**config.mk**
```make
export PLATFORM = sky130hd
export DESIGN_NAME = rs485_cmd_parser
export DESIGN_NICKNAME = d
export VERILOG_FILES = /design/src/rtl/rs485_pkg.sv /design/src/rtl/rs485_byte_timeout.sv /design/src/rtl/rs485_cmd_parser.sv
export SDC_FILE = /design/constraint.sdc
export NUM_CORES = 1
export LEC_CHECK = 0
export ABC_AREA = 0
export CAP_MARGIN = 20
export CORE_MARGIN = 4
export CORE_UTILIZATION = 45
export CTS_BUF_LIST = sky130_fd_sc_hd__clkbuf_8 sky130_fd_sc_hd__clkbuf_16
export CTS_CLUSTER_SIZE = 10
export DETAILED_ROUTE_END_ITERATION = 7
export GPL_TIMING_DRIVEN = 0
export HOLD_SLACK_MARGIN = 0.1
export PLACE_DENSITY_LB_ADDON = 0.25
export SLEW_MARGIN = 20
export SYNTH_ARGS = -nofsm -noshare
export SYNTH_HDL_FRONTEND = slang
export SYNTH_SLANG_ARGS = --single-unit
```
**constraint.sdc**
```tcl
create_clock -name clk -period 6.4 [get_ports clk]
set_input_delay 1.6 -clock clk [delete_from_list [all_inputs] [get_ports clk]]
set_output_delay 1.6 -clock clk [all_outputs]
set_load 0.005 [all_outputs]
```
**src/rtl/rs485_pkg.sv**
```systemverilog
// rs485_pkg: items shared by the RS485 receive and transmit sides.
//   - frame parser state encoding
//   - default frame header and LED command codes
//   - frame checksum helper: 8-bit sum, carry dropped
package rs485_pkg;

  localparam logic [1:0] ST_IDLE = 2'd0;
  localparam logic [1:0] ST_CMD  = 2'd1;
  localparam logic [1:0] ST_DATA = 2'd2;
  localparam logic [1:0] ST_CHK  = 2'd3;

  localparam logic [7:0] HEADER_DEF  = 8'hAA;
  localparam logic [7:0] CMD_LED_DEF = 8'h01;

  function automatic logic [7:0] frame_sum(input logic [7:0] cmd, input logic [7:0] data);
    return cmd + data;
  endfunction

endpackage

```
**src/rtl/rs485_byte_timeout.sv**
```systemverilog
// rs485_byte_timeout: inter-byte watchdog for the frame parser.
//   clk      in   system clock
//   rst_n    in   asynchronous reset, active low
//   run      in   count while high; the counter is held at zero while low
//   kick     in   byte received; restarts the count
//   expired  out  1-cycle pulse on the cycle the count reaches TIMEOUT_CYC-1
//                 with no kick in that cycle
module rs485_byte_timeout #(
  parameter int TIMEOUT_CYC = 50000
) (
  input  logic clk,
  input  logic rst_n,
  input  logic run,
  input  logic kick,
  output logic expired
);

  localparam int CW = $clog2(TIMEOUT_CYC);
  localparam logic [CW-1:0] LAST = CW'(TIMEOUT_CYC - 1);

  logic [CW-1:0] cnt;

  // A kick in the expiry cycle suppresses the pulse: the byte wins.
  assign expired = run && !kick && (cnt == LAST);

  always_ff @(posedge clk or negedge rst_n) begin
    if (!rst_n) begin
      cnt <= '0;
    end else if (!run || kick || (cnt == LAST)) begin
      cnt <= '0;
    end else begin
      cnt <= cnt + CW'(1);
    end
  end

endmodule

```
**src/rtl/rs485_cmd_parser.sv**
```systemverilog
// rs485_cmd_parser: collects UART bytes into HEADER/CMD/DATA/CHECKSUM frames
// and drives the LED stage.
//   clk        in   system clock
//   rst_n      in   asynchronous reset, active low
//   uart_done  in   1-cycle strobe, uart_data holds a received byte
//   uart_data  in   received byte
//   led_en     out  1-cycle strobe, led_data is valid
//   led_data   out  DATA[3:0] of the last good LED frame
//   frame_err  out  1-cycle strobe, frame rejected (checksum, command, timeout)
//
// state | meaning
// IDLE  | hunting for HEADER, other bytes dropped silently
// CMD   | header seen, next byte is the command
// DATA  | next byte is the data
// CHK   | next byte is the checksum, frame is resolved on it
module rs485_cmd_parser
  import rs485_pkg::*;
#(
  parameter logic [7:0] HEADER      = HEADER_DEF,
  parameter logic [7:0] CMD_LED     = CMD_LED_DEF,
  parameter int         TIMEOUT_CYC = 50000
) (
  input  logic       clk,
  input  logic       rst_n,
  input  logic       uart_done,
  input  logic [7:0] uart_data,
  output logic       led_en,
  output logic [3:0] led_data,
  output logic       frame_err
);

  logic [1:0] state;
  logic [7:0] cmd;
  logic [7:0] data;
  logic       expired;

  rs485_byte_timeout #(
    .TIMEOUT_CYC(TIMEOUT_CYC)
  ) u_timeout (
    .clk    (clk),
    .rst_n  (rst_n),
    .run    (state != ST_IDLE),
    .kick   (uart_done),
    .expired(expired)
  );

  always_ff @(posedge clk or negedge rst_n) begin
    if (!rst_n) begin
      state     <= ST_IDLE;
      cmd       <= '0;
      data      <= '0;
      led_en    <= 1'b0;
      led_data  <= '0;
      frame_err <= 1'b0;
    end else begin
      led_en    <= 1'b0;
      frame_err <= 1'b0;
      if (uart_done) begin
        // A header byte past IDLE is ordinary payload; no resync.
        case (state)
          ST_IDLE: if (uart_data == HEADER) state <= ST_CMD;
          ST_CMD: begin
            cmd   <= uart_data;
            state <= ST_DATA;
          end
          ST_DATA: begin
            data  <= uart_data;
            state <= ST_CHK;
          end
          ST_CHK: begin
            state <= ST_IDLE;
            if ((uart_data == frame_sum(cmd, data)) && (cmd == CMD_LED)) begin
              led_en   <= 1'b1;
              led_data <= data[3:0];
            end else begin
              frame_err <= 1'b1;
            end
          end
          default: state <= ST_IDLE;
        endcase
      end else if (expired) begin
        state     <= ST_IDLE;
        frame_err <= 1'b1;
      end
    end
  end

endmodule
```
### Word-level counts from Yosys, hierarchy flattened

Index checks and enable logic that the tools add are counted.

* bits in registers: 40
* input bits: 11
* output and inout port bits: 6
* word-level logic and storage cells: 43

* $add $sub $neg: 2
* equal/unequal tests: 8
* mux-type cells: 12
* reduce and logical (&&, ||, !) cells: 14

Operators with widths (number)
* $add A16 B1 Y16 const B: 1
* $eq A16 B16 Y1 const B: 1
* $mux W16: 1
* $add A8 B8 Y8: 1
* $eq A8 B1 Y1 const B: 1
* $eq A8 B8 Y1: 1
* $eq A8 B8 Y1 const B: 1
* $pmux W2 S4: 1
* $mux W1: 7
* $mux W2: 3
* $reduce_and A2 Y1: 3
* $eq A2 B2 Y1 const B: 2
* $reduce_bool A2 Y1: 2
* $logic_and A1 B1 Y1: 3
* $ne A3 B3 Y1 const B: 1
* $reduce_and A3 Y1: 1
* $eq A2 B1 Y1 const B: 1
* $logic_not A1 Y1: 2
* $logic_not A2 Y1: 1
* $logic_or A1 B1 Y1: 2

### Logic depth before layout (Yosys ltp)

Gate-level depths: netlist (run 1).

* word-level depth: 6
* depth in mapped cells: 8
* mapped depth without buffers: 8

### Hierarchy

From an unflattened synthesis (run 1), not the netlist that was laid out.

* cell total of the unflattened synthesis: 204
* area total of the unflattened synthesis: 2354.8 sq um

Modules (own cells, without submodules)
* rs485_cmd_parser: times used 1, cells each 122, area an instance 1426.4 sq um, seq. area each 600.6 sq um
* rs485_byte_timeout: times used 1, cells each 82, area an instance 928.4 sq um, seq. area each 400.4 sq um

### Worst setup path before layout (run 1)

OpenSTA, ideal clock, no wires.

* kind: input port to flip-flop
* start point: input port uart_data[7]
* end point: register led_data[0]
* setup time: 0.128 ns
* arrival: 2.856 ns
* required time: 6.272 ns
* setup slack: 3.416 ns
* cell stages on the path: 6
* path buffers: 0
* cell sequence: xor2_1 > xnor2_1 > and3_2 > o211ai_2 > nor4_4 > mux2_1

* cells in the longest elaborated chain, start to end: 3

RTL lines
* start: declaration: line rs485_cmd_parser.sv:26 `input logic [7:0] uart_data,`
* $eq A8 B8 Y1: line rs485_cmd_parser.sv:72 `if ((uart_data == frame_sum(cmd, data)) && (cmd == CMD_LED)) begin`
* $logic_and A1 B1 Y1: line rs485_cmd_parser.sv:72
* $reduce_and A3 Y1 (no source line)
* end signal: assignment: line rs485_cmd_parser.sv:74 `led_data <= data[3:0];`
* end: declaration: line rs485_cmd_parser.sv:28 `output logic [3:0] led_data,`

No other way between the ends.
A chain may end at the register's enable or synchronous reset.

### Worst setup path in the final report (run 1)

* start point: input port uart_data[1]
* end point: register led_data[2]

Same word-level chain as after synthesis.

==> results by group, run 1 <==
Final layout
  • Final core utilization: 54.4%
  • Multi-input logic area: around 0.0011 mm²
  • Commonest non-fill, non-tap cell in the layout: dfrtp_1
  • Number of fill cells: 411
  • # diodes: 0
  • Final nets: around 240
  • Commonest cells after routing, fill and taps aside: dfrtp_1 (40), nor2_1 (24), xnor2_1 (17)
  • Share of cells above drive strength 1: 17.2%
  • Area Overhead vs Synth: 16.5%
  • Sequential Area: 0.00100 mm²

Clock tree
  • Clock Pin Slew Worst Setup and Hold Paths: around 90 ps
  • Postcts setup bufs: 0
  • Clk Latency, worst-skew pair: 300 ps
  • CTS tree: yes
  • Cts hold-fix bufs: 0
  • Deepest clock path buffer count: 2
  • Post-CTS sizing: 0
  • CTS Root Cell: clkbuf_8
  • Clock buffer count from CTS: 5
  • CTS Sinks: 40
  • H-Tree Depth: 2

Timing
  • Sum Neg Setup Slack: 0 ps
  • Max Fclk: 295 MHz
  • Post-route minimum period: 3390 ps
  • Slew headroom: around 63%
  • Final hold viol count: 0
  • Final Cycle Share: around 53%
  • Worst Tran Pin Value: 548 ps
  • RSZ-0062 raised after global routing: false
  • Max Slew Vio Count: 0
  • # setup viols final: 0
  • Layout Skew: 11.4 ps
  • Hold WS: 483 ps

Outcome
  • Status: complete, no violations

Global route
  • First-pass GRT wire length: between 6000 and 7000 µm
  • Total gr overflow: 0
  • Initial antenna violation count: 0
  • Gr usage total: between 10% and 20%
  • Largest net degree at the start of global routing: 33
  • Vias in the first global route: 1465

Synth
  • Sequential-to-total area share from yosys stat: 45.4%
  • Synth top area share: between 40% and 50%
  • Synth Area per Inst: about 11 µm²
  • Syn nets: 221
  • Area contributors post-synth: dfrtp_1 (45%), mux2_2 (8.2%), ha_1 (6.8%), xnor2_1 (6.8%), nor2_1 (4.1%)
  • YS warnings: 0
  • Yosys reg bits: 40
  • Synth cell types: 39
  • Post-Syn Area: 0.00220 mm²
  • Area leader, netlist: dfrtp_1
  • Gate Count Post-Synth: between 150 and 200

Route
  • Post-route ant nets: 0
  • Iter 0 DRT Violations: between 90 and 100
  • Routed len/inst: 13.8 µm
  • Via Count: approximately 1500
  • Vias per cell: 5.15
  • First-pass detailed-route iteration total: 4
  • Final wirelength: 3970 µm
  • DRC: 0

Floorplanning
  • Core box area: 0.00472 mm²
  • FP Rows: 25
  • Starting Density: 46.6%
  • DIE AREA: 0.00608 mm²
  • Die X: 78.0 µm
  • Die Ht: 78.0 µm
  • IO Pins: 17

Power
  • Max VDD drop: about 0.21 mV
  • Leakage power: ~1.1 nW
  • P per Cell Area: 433 mW/mm²

Critical path
  • Worst r2r path cells: 8
  • WP depth: 7
  • Critical path required time: 6590 ps
  • CP peak stage delay: ~570 ps
  • Crit-path slowest cell: clkdlybuf4s50_1
  • Critical path arrival: 3580 ps
  • CP Buf/Inv Count: 1
  • Crit Path Class: primary input to flip-flop
  • Worst-path cell chain: clkdlybuf4s50_1 -> xnor2_1 -> nand4_1 -> nor2_1 -> o211ai_2 -> nor4_4 -> mux2_1
  • Startpoint Class: primary input
  • CP delay by family, top: simple AND/OR/NAND/NOR gates
  • Crit path capture type: flip-flop
  • Max Fanout on Critical Path: 4

Placement
  • DP HPWL: ~3000 µm
  • Routability cong.: 0.880
  • IO Port Bufs: 15

Min path
  • Hold Path Depth: 1
  • Min-Delay Path Class: flip-flop to flip-flop

Flow run
  • Max cap viols: 0
-- cell usage after synthesis (all sizes together) --
library cell and count:
ha 12, a32o 1, dfrtp 40, nand3 8, xor2 10, or4 2, nand3b 2, o21bai 1
a211oi 1, o211ai 1, nor4bb 1, o21ai 4, inv 5, nand4 5, mux2 20, buf 4
nor4b 1, a31oi 2, o22ai 1, or4b 1, nor4 4, or3 1, a21oi 6, a21o 5
nor2 24, fa 1, o2bb2ai 1, nand2 10, nand2b 1, nor3 2, xnor2 17, and3 3
-- final cells by class --
| class | instances | area share, % |
|---|---|---|
| multi-input cells | 148 | 44.5 |
| clock buffers | 5 | 2.68 |
| repair buffers | 16 | 6.43 |
| well taps | 67 | 3.27 |
| flip-flops and latches | 40 | 39.0 |
| clock inverters | 3 | 1.80 |
| inverters | 5 | 0.731 |
| plain buffers | 4 | 1.61 |
-- sequential cells by signal, indices dropped and copies added, names as in the netlist --
register / flops
state: 2
cmd: 8
frame_err: 1
led_data: 4
u_timeout.cnt: 16
led_en: 1
data: 8
-- power by group --
group          leakage (nW)  total, mW  switching, mW  internal, mW
Clock                0.0548      0.211         0.0936         0.117
Combinational         0.500      0.529          0.264         0.265
Sequential            0.520      0.371         0.0547         0.317
-- metrics by stage --
step | std cells | power (mW) | cell area [µm²] | setup WS (ps)
floorplan | 197 | 0.805 | 2200 | 3420
global placement | 279 | 0.895 | 2440 | 2690
detailed placement | 280 | 0.907 | 2450 | 2680
CTS | 288 | 1.12 | 2570 | 3010
global route | 288 | 1.20 | 2570 | 2880
finish | 288 | 1.11 | 2570 | 3010
-- path summary, 6_finish.rpt --
check                            startpoint                to  slack [ps]
setup / recovery               uart_data[1]       led_data[2]        3010
hold / removal             u_timeout.cnt[0]  u_timeout.cnt[0]         480
setup reg to reg                     cmd[0]       led_data[2]        3730
min in group asynchronous             rst_n           data[1]        1150
max in group asynchronous             rst_n          state[1]        4810
hold reg to reg            u_timeout.cnt[0]  u_timeout.cnt[0]         480
-- layer usage --
metal,up-vias,track usage [%],part of all wire (%)
li1,740,-,-
met1,714,19.3,45
met2,24,23.7,50
met3,6,3.36,4.1
met4,0,5.24,1.1
met5,-,0,0
-- cells by family (layout without fill, tap and decap cells) --
kind of cell	after synthesis	in the layout	synth area share [%]
DFF	40	40	45.4
xor gates and xnor gates	27	27	10.7
and+or+nand+nor	65	65	15.8
buffers and inverters	9	33	2.73
adders and majority gates	13	13	7.72
muxes	20	20	10.2
AOI/OAI and AO/OA	23	23	7.38
No activity file was read; power rests on OpenSTA's default activity.
==> run 2: changes to the inputs <==
clock period = 3.2 ns   (was 6.4 ns; I/O delays follow)
==> results of run 2 <==
Same layout as run 1 (identical final DEF). Status: complete, no violations.
Main changes from that run: setup slack after placement 2680 ps -> 285 ps; setup slack after layout 3010 ps -> 527 ps; hold slack 483 ps -> 349 ps; start point of the critical path uart_data[1] -> cmd[0]; register-to-register setup slack 3730 ps -> 530 ps; total power 1.11 mW -> 2.22 mW; worst IR drop on VDD 0.210 mV -> 0.419 mV
==> run 3: changes to the inputs <==
clock period = 2.3 ns   (was 3.2 ns; I/O delays follow)
==> results by group, run 3 (synthesized netlist as in run 1, its figures left out) <==
Clock tree
  • CTS Root Cell: clkbuf_8
  • Clock buffer count from CTS: 5
  • CTS Sinks: 40
  • Clk Latency, worst-skew pair: 300 ps
  • H-Tree Depth: 2
  • Deepest clock path buffer count: 2
  • Clock Pin Slew Worst Setup and Hold Paths: approximately 80 ps
  • CTS tree: yes

Timing
  • RSZ-0062 raised after global routing: true
  • Final Cycle Share: 106%
  • Layout Skew: 3.71 ps
  • Worst Tran Pin Value: 565 ps
  • Max Fclk: approximately 410 MHz
  • Max Slew Vio Count: 0
  • # setup viols final: 6
  • Post-route minimum period: 2440 ps
  • Slew headroom: 62.3%
  • Fin worst setup slack: -137 ps
  • Sum Neg Setup Slack: -670 ps
  • Final hold viol count: 0

Floorplanning
  • Die Ht: around 80 µm
  • DIE AREA: a little over 0.006 mm²
  • IO Pins: 17
  • FP Rows: 25
  • Starting Density: a little under half
  • Die X: just under 80 µm
  • Core box area: 0.00472 mm²

Final layout
  • Area Overhead vs Synth: 20.3%
  • Largest registers: u_timeout.cnt (16), cmd (8), data (8)
  • Share of cells above drive strength 1: between 20% and 30%
  • Commonest non-fill, non-tap cell in the layout: dfrtp_1
  • Multi-input logic area: 0.00118 mm²
  • Final nets: 252
  • # diodes: 0
  • Commonest cells after routing, fill and taps aside: dfrtp_1 (40), nor2_1 (23), xnor2_1 (16), mux2_2 (16), clkdlybuf4s50_1 (14)
  • Number of flip-flops in the largest register: 16
  • Sequential Area: 0.00100 mm²
  • Largest Register: u_timeout.cnt
  • Number of fill cells: 409

Route
  • DRC: 0
  • Via Count: 1509
  • Post-route ant nets: 0
  • First-pass detailed-route iteration total: 4
  • Iter 0 DRT Violations: 62
  • Routed len/inst: between 10 and 15 µm
  • Final wirelength: 4100 µm
  • Vias per cell: 5.10

Power
  • Fraction of power consumed by the clock network: 15.3%
  • Max VDD drop: 0.397 mV
  • Power Internal: 1.96 mW
  • Switch Pwr: 1.20 mW
  • P per Cell Area: between 1000 and 1500 mW/mm²
  • Seq pwr share: about 33%
  • Combinational share of power: ~52%
  • Leakage power: 1.12 nW
  • Switch share: 37.9%

Critical path
  • Critical path arrival: around 2600 ps
  • Crit Path Class: flip-flop to flip-flop
  • Max Fanout on Critical Path: 4
  • Startpoint Class: flip-flop
  • Crit path capture type: flip-flop
  • Worst r2r path cells: 9
  • Critical path required time: about 2500 ps

Placement
  • DP HPWL: 3010 µm
  • IO Port Bufs: 15
  • Routability cong.: 0.870
  • Place WS: -520 ps

Flow run
  • Max cap viols: 0

Min path
  • Min-Delay Path Class: primary input to async pin

Global route
  • Largest net degree at the start of global routing: 24
  • Vias in the first global route: 1486
  • First-pass GRT wire length: 7270 µm
  • Gr usage total: 15.4%
  • Initial antenna violation count: 0
  • Total gr overflow: 0

Outcome
  • Status: finished, violations left
  • Failing checks: negative setup slack
## run 3: layer usage
metal / share of wire, % / global-route usage (%) / vias to the layer above / wire (µm)
met5: 0 / 0 / - / 0
met4: 1.4 / 5.24 / 0 / 57
met3: 2.9 / 4.52 / 6 / 118
met2: 49 / 24.6 / 14 / 1990
met1: 47 / 19.8 / 735 / 1930
li1: - / - / 754 / -
## run 3: layout make-up
| class | instances | share of cell area (%) |
|---|---|---|
| multi-input cells | 148 | 44.4 |
| flip-flops and latches | 40 | 37.8 |
| repair buffers | 24 | 8.92 |
| well taps | 67 | 3.16 |
| clock buffers | 6 | 3.12 |
| plain buffers | 4 | 1.56 |
| inverters | 5 | 0.708 |
| clock inverters | 2 | 0.378 |
## run 3: path summary, 6_finish.rpt
path | startpoint | to | slack, ps
setup / recovery | data[0] | led_data[3] | -140
hold / removal | rst_n | cmd[7] | 260
setup reg to reg | data[0] | led_data[3] | -140
hold reg to reg | u_timeout.cnt[0] | u_timeout.cnt[0] | 480
max in group asynchronous | rst_n | u_timeout.cnt[2] | 1550
min in group clk | u_timeout.cnt[0] | u_timeout.cnt[0] | 480
## run 3: worst max-delay path: stages, from the launching register on
cell and delay, ps:
dfrtp_1 390, ha_2 200, fa_2 530, xnor2_1 110
nand4_1 150, nor2_2 150, o211ai_2 160, nor4_4 180
buf_6 170, mux2_4 300
## run 3: power by group through the flow
stage / registers [mW] / clock network [mW] / logic (mW)
4_1_cts: 1.04 / 0.501 / 1.57
6_report: 1.03 / 0.484 / 1.64
3_5_place_dp: 1.05 / 0 / 1.52
2_1_floorplan: 1.00 / 0 / 1.26
5_1_grt: 1.06 / 0.530 / 1.85
3_3_place_gp: 1.04 / 0 / 1.48
## run 3: metrics by stage
step / hold slack, ps / cells / total power [mW] / util, % / cell area, µm²
after floorplan: 279 / 197 / 2.26 / - / 2210
after global routing: 296 / 296 / 3.44 / 56.1 / 2650
final: 264 / 296 / 3.15 / 56.1 / 2650
after global placement: 468 / 279 / 2.53 / 51.8 / 2450
after CTS: 271 / 294 / 3.11 / 55.6 / 2630
after detailed placement: 473 / 280 / 2.57 / 52.3 / 2470
## run 3: repair_timing
action,in CTS,in global routing
pin swaps,5,4
endpoints found under the setup margin,4,8
resized for setup,6,3
hold buffers,0,0
buffers inserted,6,2
hold endpoints to repair,0,0
